**config.mk**
```make
export PLATFORM = sky130hd
export DESIGN_NAME = pipeline_hazard_ctrl_flat
export DESIGN_NICKNAME = d
export VERILOG_FILES = /design/src/rtl/hazard_pkg.sv /design/src/rtl/pipeline_hazard_ctrl_if.sv /design/src/rtl/hazard_detect.sv /design/src/rtl/pipeline_hazard_ctrl.sv /design/src/flat_wrapper.sv
export SDC_FILE = /design/constraint.sdc
export NUM_CORES = 1
export LEC_CHECK = 0
export ABC_AREA = 1
export BUFFER_PORTS_ARGS = -buffer_cell sky130_fd_sc_hd__buf_2
export CAP_MARGIN = 20
export CELL_PAD_IN_SITES_DETAIL_PLACEMENT = 1
export CELL_PAD_IN_SITES_GLOBAL_PLACEMENT = 1
export CORE_ASPECT_RATIO = 1.5
export CORE_MARGIN = 3
export CORE_UTILIZATION = 35
export DETAILED_ROUTE_END_ITERATION = 8
export GPL_TIMING_DRIVEN = 0
export PLACE_DENSITY = 0.91
export SLEW_MARGIN = 20
export SYNTH_ARGS = -nofsm -noshare
export SYNTH_HDL_FRONTEND = slang
export SYNTH_HIERARCHICAL = 1
export SYNTH_SLANG_ARGS = --single-unit
```
**constraint.sdc**
```tcl
create_clock -name clk -period 3.9 [get_ports clk]
set_input_delay 0.585 -clock clk [delete_from_list [all_inputs] [get_ports clk]]
set_output_delay 0.585 -clock clk [all_outputs]
set_load 0.01 [all_outputs]
```
**src/rtl/hazard_pkg.sv**
```systemverilog
// Shared constants for the pipeline hazard controller: state encoding,
// default register-address width and the hard-wired zero register.
package hazard_pkg;
  localparam int REG_ADDR_W_DEF = 5;
  localparam logic [REG_ADDR_W_DEF-1:0] ZERO_REG = '0;

  typedef enum logic [1:0] {
    RUN      = 2'd0,
    FLUSH    = 2'd1,
    MEM_WAIT = 2'd2
  } state_t;
endpackage

```
**src/rtl/pipeline_hazard_ctrl_if.sv**
```systemverilog
// Datapath <-> hazard controller bundle: stage flags in, register enables/flushes out.
interface pipeline_hazard_ctrl_if
  import hazard_pkg::*;
#(
  parameter int REG_ADDR_W = REG_ADDR_W_DEF
);
  logic [REG_ADDR_W-1:0] id_rs, id_rt, ex_rt;
  logic ex_memread, branch_taken, mem_access, mem_ready;
  logic pc_en, if_id_en, id_ex_en, ex_mem_en, mem_wb_en;
  logic if_id_flush, id_ex_flush, mem_error;
  logic [15:0] stall_cycles, flush_cycles;

  modport master (
    output id_rs, id_rt, ex_rt, ex_memread, branch_taken, mem_access, mem_ready,
    input  pc_en, if_id_en, id_ex_en, ex_mem_en, mem_wb_en,
    input  if_id_flush, id_ex_flush, mem_error, stall_cycles, flush_cycles
  );

  modport slave (
    input  id_rs, id_rt, ex_rt, ex_memread, branch_taken, mem_access, mem_ready,
    output pc_en, if_id_en, id_ex_en, ex_mem_en, mem_wb_en,
    output if_id_flush, id_ex_flush, mem_error, stall_cycles, flush_cycles
  );
endinterface

```
**src/rtl/hazard_detect.sv**
```systemverilog
// Load-use comparator: EX holds a load whose rt feeds a source of the ID instruction.
module hazard_detect
  import hazard_pkg::*;
#(
  parameter int REG_ADDR_W = REG_ADDR_W_DEF
) (
  input  logic [REG_ADDR_W-1:0] ex_rt,
  input  logic [REG_ADDR_W-1:0] id_rs,
  input  logic [REG_ADDR_W-1:0] id_rt,
  input  logic                  ex_memread,
  output logic                  load_use
);
  assign load_use = ex_memread && (ex_rt != REG_ADDR_W'(ZERO_REG)) &&
                    ((ex_rt == id_rs) || (ex_rt == id_rt));
endmodule

```
**src/rtl/pipeline_hazard_ctrl.sv**
```systemverilog
// Stall/flush sequencer for the 5-stage pipeline. Define HAZARD_PERF_COUNTERS_EN
// to build the stall/flush cycle counters; otherwise they read as zero.
module pipeline_hazard_ctrl
  import hazard_pkg::*;
#(
  parameter int REG_ADDR_W     = REG_ADDR_W_DEF,
  parameter int BRANCH_PENALTY = 2,
  parameter int MEM_TIMEOUT    = 15
) (
  input logic                   clk,
  input logic                   reset,
  pipeline_hazard_ctrl_if.slave hz
);
  localparam logic [2:0] FLUSH_LOAD = 3'(BRANCH_PENALTY - 1);
  localparam logic [7:0] WAIT_LAST  = 8'(MEM_TIMEOUT - 1);

  state_t     state;
  logic [2:0] flushCnt, savedCnt;
  logic [7:0] waitCnt;
  logic       errQ;
  logic       loadUse, memStall, timeout;
  logic [4:0] en;  // {pc, if_id, id_ex, ex_mem, mem_wb}
  logic       ifFl, idFl;

  hazard_detect #(.REG_ADDR_W(REG_ADDR_W)) uDetect (
    .ex_rt      (hz.ex_rt),
    .id_rs      (hz.id_rs),
    .id_rt      (hz.id_rt),
    .ex_memread (hz.ex_memread),
    .load_use   (loadUse)
  );

  assign memStall = hz.mem_access && !hz.mem_ready;
  assign timeout  = (state == MEM_WAIT) && !hz.mem_ready && (waitCnt == WAIT_LAST);

  // Zero-latency outputs; reset forces the free-running pipeline pattern.
  always_comb begin
    en   = '1;
    ifFl = 1'b0;
    idFl = 1'b0;
    if (!reset) begin
      case (state)
        RUN: begin
          if (memStall) en = '0;
          else if (hz.branch_taken) begin
            ifFl = 1'b1;
            idFl = 1'b1;
          end else if (loadUse) begin
            en[4:3] = 2'b00;
            idFl    = 1'b1;
          end
        end
        FLUSH: begin
          if (memStall) en = '0;
          else ifFl = 1'b1;
        end
        MEM_WAIT: if (!hz.mem_ready && !timeout) en = '0;
        default: ;
      endcase
    end
  end

  assign {hz.pc_en, hz.if_id_en, hz.id_ex_en, hz.ex_mem_en, hz.mem_wb_en} = en;
  assign hz.if_id_flush = ifFl;
  assign hz.id_ex_flush = idFl;
  assign hz.mem_error   = errQ || (timeout && !reset);

  always_ff @(posedge clk or posedge reset) begin
    if (reset) begin
      state    <= RUN;
      flushCnt <= '0;
      savedCnt <= '0;
      waitCnt  <= '0;
      errQ     <= 1'b0;
    end else begin
      case (state)
        RUN: begin
          if (memStall) begin
            state    <= MEM_WAIT;
            waitCnt  <= '0;
            savedCnt <= hz.branch_taken ? FLUSH_LOAD : 3'd0;
          end else if (hz.branch_taken && (BRANCH_PENALTY > 1)) begin
            state    <= FLUSH;
            flushCnt <= FLUSH_LOAD;
          end
        end
        FLUSH: begin
          // A stall parks the remaining flush count until memory answers.
          if (memStall) begin
            state    <= MEM_WAIT;
            waitCnt  <= '0;
            savedCnt <= hz.branch_taken ? FLUSH_LOAD : flushCnt;
          end else if (hz.branch_taken) flushCnt <= FLUSH_LOAD;
          else if (flushCnt <= 3'd1) state <= RUN;
          else flushCnt <= flushCnt - 3'd1;
        end
        MEM_WAIT: begin
          if (hz.mem_ready) begin
            state    <= (savedCnt != 3'd0) ? FLUSH : RUN;
            flushCnt <= savedCnt;
            savedCnt <= '0;
          end else if (timeout) begin
            state    <= RUN;
            errQ     <= 1'b1;
            savedCnt <= '0;
          end else waitCnt <= waitCnt + 8'd1;
        end
        default: state <= RUN;
      endcase
    end
  end

`ifdef HAZARD_PERF_COUNTERS_EN
  logic [15:0] stallQ, flushQ;
  always_ff @(posedge clk or posedge reset) begin
    if (reset) begin
      stallQ <= '0;
      flushQ <= '0;
    end else begin
      if (!en[4] && (stallQ != 16'hFFFF)) stallQ <= stallQ + 16'd1;
      if (ifFl && (flushQ != 16'hFFFF))   flushQ <= flushQ + 16'd1;
    end
  end
  assign hz.stall_cycles = stallQ;
  assign hz.flush_cycles = flushQ;
`else
  assign hz.stall_cycles = '0;
  assign hz.flush_cycles = '0;
`endif
endmodule

```
**src/flat_wrapper.sv**
```systemverilog
// flat-port wrapper written by rule: the top's interface ports become plain ports
module pipeline_hazard_ctrl_flat import hazard_pkg::*;
#(
  parameter int REG_ADDR_W     = REG_ADDR_W_DEF,
  parameter int BRANCH_PENALTY = 2,
  parameter int MEM_TIMEOUT    = 15
)
  (clk, reset, hz_id_rs, hz_id_rt, hz_ex_rt, hz_ex_memread, hz_branch_taken, hz_mem_access, hz_mem_ready, hz_pc_en, hz_if_id_en, hz_id_ex_en, hz_ex_mem_en, hz_mem_wb_en, hz_if_id_flush, hz_id_ex_flush, hz_mem_error, hz_stall_cycles, hz_flush_cycles);
  pipeline_hazard_ctrl_if #(.REG_ADDR_W(REG_ADDR_W)) hz_i ();
  input logic clk;
  input logic reset;
  input wire logic [$bits(hz_i.id_rs)-1:0] hz_id_rs;
  input wire logic [$bits(hz_i.id_rt)-1:0] hz_id_rt;
  input wire logic [$bits(hz_i.ex_rt)-1:0] hz_ex_rt;
  input wire logic [$bits(hz_i.ex_memread)-1:0] hz_ex_memread;
  input wire logic [$bits(hz_i.branch_taken)-1:0] hz_branch_taken;
  input wire logic [$bits(hz_i.mem_access)-1:0] hz_mem_access;
  input wire logic [$bits(hz_i.mem_ready)-1:0] hz_mem_ready;
  output wire logic [$bits(hz_i.pc_en)-1:0] hz_pc_en;
  output wire logic [$bits(hz_i.if_id_en)-1:0] hz_if_id_en;
  output wire logic [$bits(hz_i.id_ex_en)-1:0] hz_id_ex_en;
  output wire logic [$bits(hz_i.ex_mem_en)-1:0] hz_ex_mem_en;
  output wire logic [$bits(hz_i.mem_wb_en)-1:0] hz_mem_wb_en;
  output wire logic [$bits(hz_i.if_id_flush)-1:0] hz_if_id_flush;
  output wire logic [$bits(hz_i.id_ex_flush)-1:0] hz_id_ex_flush;
  output wire logic [$bits(hz_i.mem_error)-1:0] hz_mem_error;
  output wire logic [$bits(hz_i.stall_cycles)-1:0] hz_stall_cycles;
  output wire logic [$bits(hz_i.flush_cycles)-1:0] hz_flush_cycles;
  assign hz_i.id_rs = hz_id_rs;
  assign hz_i.id_rt = hz_id_rt;
  assign hz_i.ex_rt = hz_ex_rt;
  assign hz_i.ex_memread = hz_ex_memread;
  assign hz_i.branch_taken = hz_branch_taken;
  assign hz_i.mem_access = hz_mem_access;
  assign hz_i.mem_ready = hz_mem_ready;
  assign hz_pc_en = hz_i.pc_en;
  assign hz_if_id_en = hz_i.if_id_en;
  assign hz_id_ex_en = hz_i.id_ex_en;
  assign hz_ex_mem_en = hz_i.ex_mem_en;
  assign hz_mem_wb_en = hz_i.mem_wb_en;
  assign hz_if_id_flush = hz_i.if_id_flush;
  assign hz_id_ex_flush = hz_i.id_ex_flush;
  assign hz_mem_error = hz_i.mem_error;
  assign hz_stall_cycles = hz_i.stall_cycles;
  assign hz_flush_cycles = hz_i.flush_cycles;
  pipeline_hazard_ctrl #(.REG_ADDR_W(REG_ADDR_W), .BRANCH_PENALTY(BRANCH_PENALTY), .MEM_TIMEOUT(MEM_TIMEOUT)) u_core (.clk(clk), .reset(reset), .hz(hz_i));
endmodule
```
==> summary by stage <==
STA
On the final layout, the worst clock skew is 0.00627 ns. Dividing the final minimum period by the clock period gives 64.8%. The number of max-slew violations in the final report is 0. The final count of hold timing violations is 0. The headroom to the max-slew limit is 50.2%. The final-layout setup total negative slack is 0 ns.

The time the worst path needs with I/O delays and setup is 2.53 ns. Setup violations remaining at the end of the flow were counted as 0. Setup repair after global routing left no endpoint under its margin. The transition time of the tightest slew-check pin is 0.747 ns.

Timing would allow up to 396 MHz. The tightest hold path in the finished design has a slack of 0.454 ns. The post-route worst setup slack is 1.37 ns.

Clock tree
The insertion delay to the later sink of the worst-skew pair is 0.27 ns. The number of hold-repair buffers added at the cts stage is 0. The CTS sink count is 17. After clock tree synthesis, the clock-pin slew on the worst setup and hold paths is 0.07 ns. The number of buffers created by CTS is 3. The post-CTS setup-driven buffer insertion count is 0. The level count of the clock H-tree is 1. TritonCTS built the clock tree.

In this run the deepest clock path goes through 2 buffers. The cell at the root of the clock tree is sky130_fd_sc_hd__clkbuf_8. The total of cells resized after clock tree synthesis is 0.

Layout
The filler cell count in the final layout is 691. The commonest non-fill, non-tap cell in the layout is sky130_fd_sc_hd__nand2_1. In the final design database the tool counted 357 nets. The repair_antennas step left the layout with diodes totalling 0. The layout overhead on the synthesized area is 21.7%. The final design area excluding fillers is 2160 um^2. The library cells used most frequently in the layout, excluding fill and tap cells, are sky130_fd_sc_hd__nand2_1, sky130_fd_sc_hd__buf_4, sky130_fd_sc_hd__inv_1. The share of layout cells above drive strength 1 is 30.3%.

Detailed routing
The count of nets left with antenna violations once routing finished came out at 0. Dividing the detail-routed wire length by the instance count gives 11.4 um. The DRC violations left is 0.

The number of DRC markers in iteration 0 is 55. The detailed-router iteration count before antenna repair is 4. The via total after detailed routing is 1753.

The via count normalized by instance count is 4.46. The sum of routed wire length over all layers is 4480 um.

Power
The leakage power total is 0.00122 uW. IR analysis of the VDD net gives a maximum drop of 0.000120 V. The power per unit of standard cell area is 442 nW/um^2.

Setup path
The capturing element type of the critical path is a primary output. By startpoint and endpoint, the worst setup path is classified as flip-flop to primary output. In this run the worst path has a maximum fanout of 4. The kind of start point of the critical path is a flip-flop. The register-to-register setup slack is 2.25 ns. The endpoint of the worst-slack reg-to-reg timing path is u_core/waitCnt[4]. The required time of the worst setup path is 3.31 ns. The data arrival time of the critical path is 1.94 ns. The cell depth of the worst flop-to-flop path is 10.

The startpoint of the most critical register-to-register path is u_core/state[0].

Status
The flow ran to the end, and the final reports show no timing, DRC or antenna violations.

Global route
The number of global-route vias before repair came to 1849. The first global-routing pass estimated 7730 um of wire. For this run the aggregate overflow at the end of global routing stands at 0. Entering global routing, the biggest net connects 19 pins. The number of antenna violations at the first check in global routing is 0. The total global routing track utilization is 16.2%.

Logic synthesis
The area of the mapped netlist is 1780 um^2. The number of flip-flops and latches in the synthesized netlist is 17. The cell count after synthesis is 264. The netlist uses 29 different library cells. Among all flip-flop cells after synthesis, the most frequent one is sky130_fd_sc_hd__dfrtp_1.

The share of synthesized area occupied by flip-flops and latches is 23.9%. The mean instance size in the synthesized netlist is 6.74 um^2. The count of yosys warnings during synthesis is 6. Yosys mapped a number of flops with a built-in enable equal to 0.

After synthesis, the share of flip-flops with an asynchronous set or reset is 100%.

Floorplan
The die width is 64.2 um. After floorplanning, the core was divided into 31 placement rows. The die area is 5990 um^2. The core region is 4890 um^2. For this design the top-level I/O count stands at 61.

The height of the chip is 93.3 um. The effective utilization at floorplan is 36.4%.

Placement
The count of buffers added on input and output ports is 28. The placed instance area is 2120 um^2. The placer's final routability congestion estimate is 0.864. Prior to clock tree synthesis, the placed netlist has a worst setup slack of 1.44 ns. Detailed placement ended at an HPWL of 3820 um.

Hold path
The worst hold-check path type is flip-flop to flip-flop. The instance count along the most critical hold path is 2. The destination of the worst hold path is u_core/errQ. The startpoint of the lowest-slack hold path is u_core/errQ.

Run
Max-cap violations in this run came to 0.
-- worst max path at each step --
stage,start,end,depth (start not counted)
finish,u_core/state[0],hz_mem_wb_en,9
global route,u_core/state[0],hz_mem_wb_en,9
CTS,u_core/state[0],hz_mem_wb_en,9
detailed placement,hz_ex_rt[1],hz_pc_en,12
global placement,hz_ex_rt[1],hz_pc_en,12
floorplan,hz_id_rs[2],hz_pc_en,10
-- through the flow --
| step | cells | total power [uW] | utilization, % |
|---|---|---|---|
| global route | 393 | 1050 | 44.3 |
| floorplan | 295 | 677 | - |
| detailed placement | 389 | 823 | 43.3 |
| finish | 393 | 957 | 44.3 |
| global placement | 389 | 799 | 43.3 |
| CTS | 393 | 972 | 44.3 |
-- registers in the layout (all words and copies together), names as in the netlist --
| register | flops |
|---|---|
| u_core/errQ | 1 |
| u_core/flushCnt | 3 |
| u_core/savedCnt | 3 |
| u_core/state | 2 |
| u_core/waitCnt | 8 |
-- worst max-delay path, cell delays in order, from the launching register on --
cell,delay [ns]
sky130_fd_sc_hd__dfrtp_1,0.41
sky130_fd_sc_hd__inv_1,0.08
sky130_fd_sc_hd__ha_1,0.23
sky130_fd_sc_hd__inv_1,0.16
sky130_fd_sc_hd__nor2_4,0.07
sky130_fd_sc_hd__nor3b_1,0.14
sky130_fd_sc_hd__nor3_1,0.19
sky130_fd_sc_hd__nand2_1,0.13
sky130_fd_sc_hd__buf_4,0.15
sky130_fd_sc_hd__buf_2,0.13
-- power breakdown --
group / internal [uW] / leakage (uW) / switching (uW) / total, uW
Combinational: 218 / 0.000969 / 347 / 565
Clock: 71.3 / 0.0000255 / 67.6 / 139
Sequential: 214 / 0.000224 / 38.8 / 252
Total: 503 / 0.00122 / 453 / 957
-- cell usage after synthesis (2+ instances only) --
master | count | area [um^2]
sky130_fd_sc_hd__nand2_1 | 65 | 244
sky130_fd_sc_hd__o21ai_2 | 6 | 52.6
sky130_fd_sc_hd__nand2_2 | 7 | 43.8
sky130_fd_sc_hd__o21ai_1 | 9 | 45.0
sky130_fd_sc_hd__nand3_1 | 16 | 80.1
sky130_fd_sc_hd__nor3_1 | 4 | 20.0
sky130_fd_sc_hd__inv_1 | 33 | 124
sky130_fd_sc_hd__nor2_4 | 2 | 22.5
sky130_fd_sc_hd__inv_2 | 8 | 30.0
sky130_fd_sc_hd__nand4_1 | 4 | 25.0
sky130_fd_sc_hd__nor2_1 | 17 | 63.8
sky130_fd_sc_hd__xor2_1 | 3 | 26.3
sky130_fd_sc_hd__o21ai_0 | 9 | 45.0
sky130_fd_sc_hd__dfrtp_1 | 17 | 425
sky130_fd_sc_hd__buf_4 | 36 | 270
sky130_fd_sc_hd__xnor2_1 | 2 | 17.5
sky130_fd_sc_hd__a21oi_1 | 6 | 30.0
sky130_fd_sc_hd__nor2_2 | 2 | 12.5
sky130_fd_sc_hd__ha_1 | 8 | 100
-- area by class of cell --
cell class | count | area, um^2 | share of cell area [%]
Timing Repair Buffer | 28 | 140 | 6.47
Tap cell | 66 | 82.6 | 3.82
Clock buffer | 3 | 41.3 | 1.91
Inverter | 41 | 154 | 7.11
Clock inverter | 1 | 5.00 | 0.231
Multi-Input combinational cell | 200 | 1030 | 47.6
Sequential cell | 17 | 425 | 19.7
Buffer | 37 | 285 | 13.2
-- kinds of logic after synthesis --
kind of cell / synth area share, %
buffers and inverters: 24.7
xor gates and xnor gates: 2.46
DFF: 23.9
and+or+nand+nor: 31.6
adders and majority gates: 5.63
AOI/OAI and AO/OA: 11.5
other: 0.211
-- layer usage --
layer	up-vias	share of wire (%)	track usage, %
met3	11	3.4	1.80
li1	878	-	-
met2	46	58	32.5
met1	818	36	15.2
met4	0	2.9	9.17
met5	-	0	0
(Power assumes the default switching activity.)
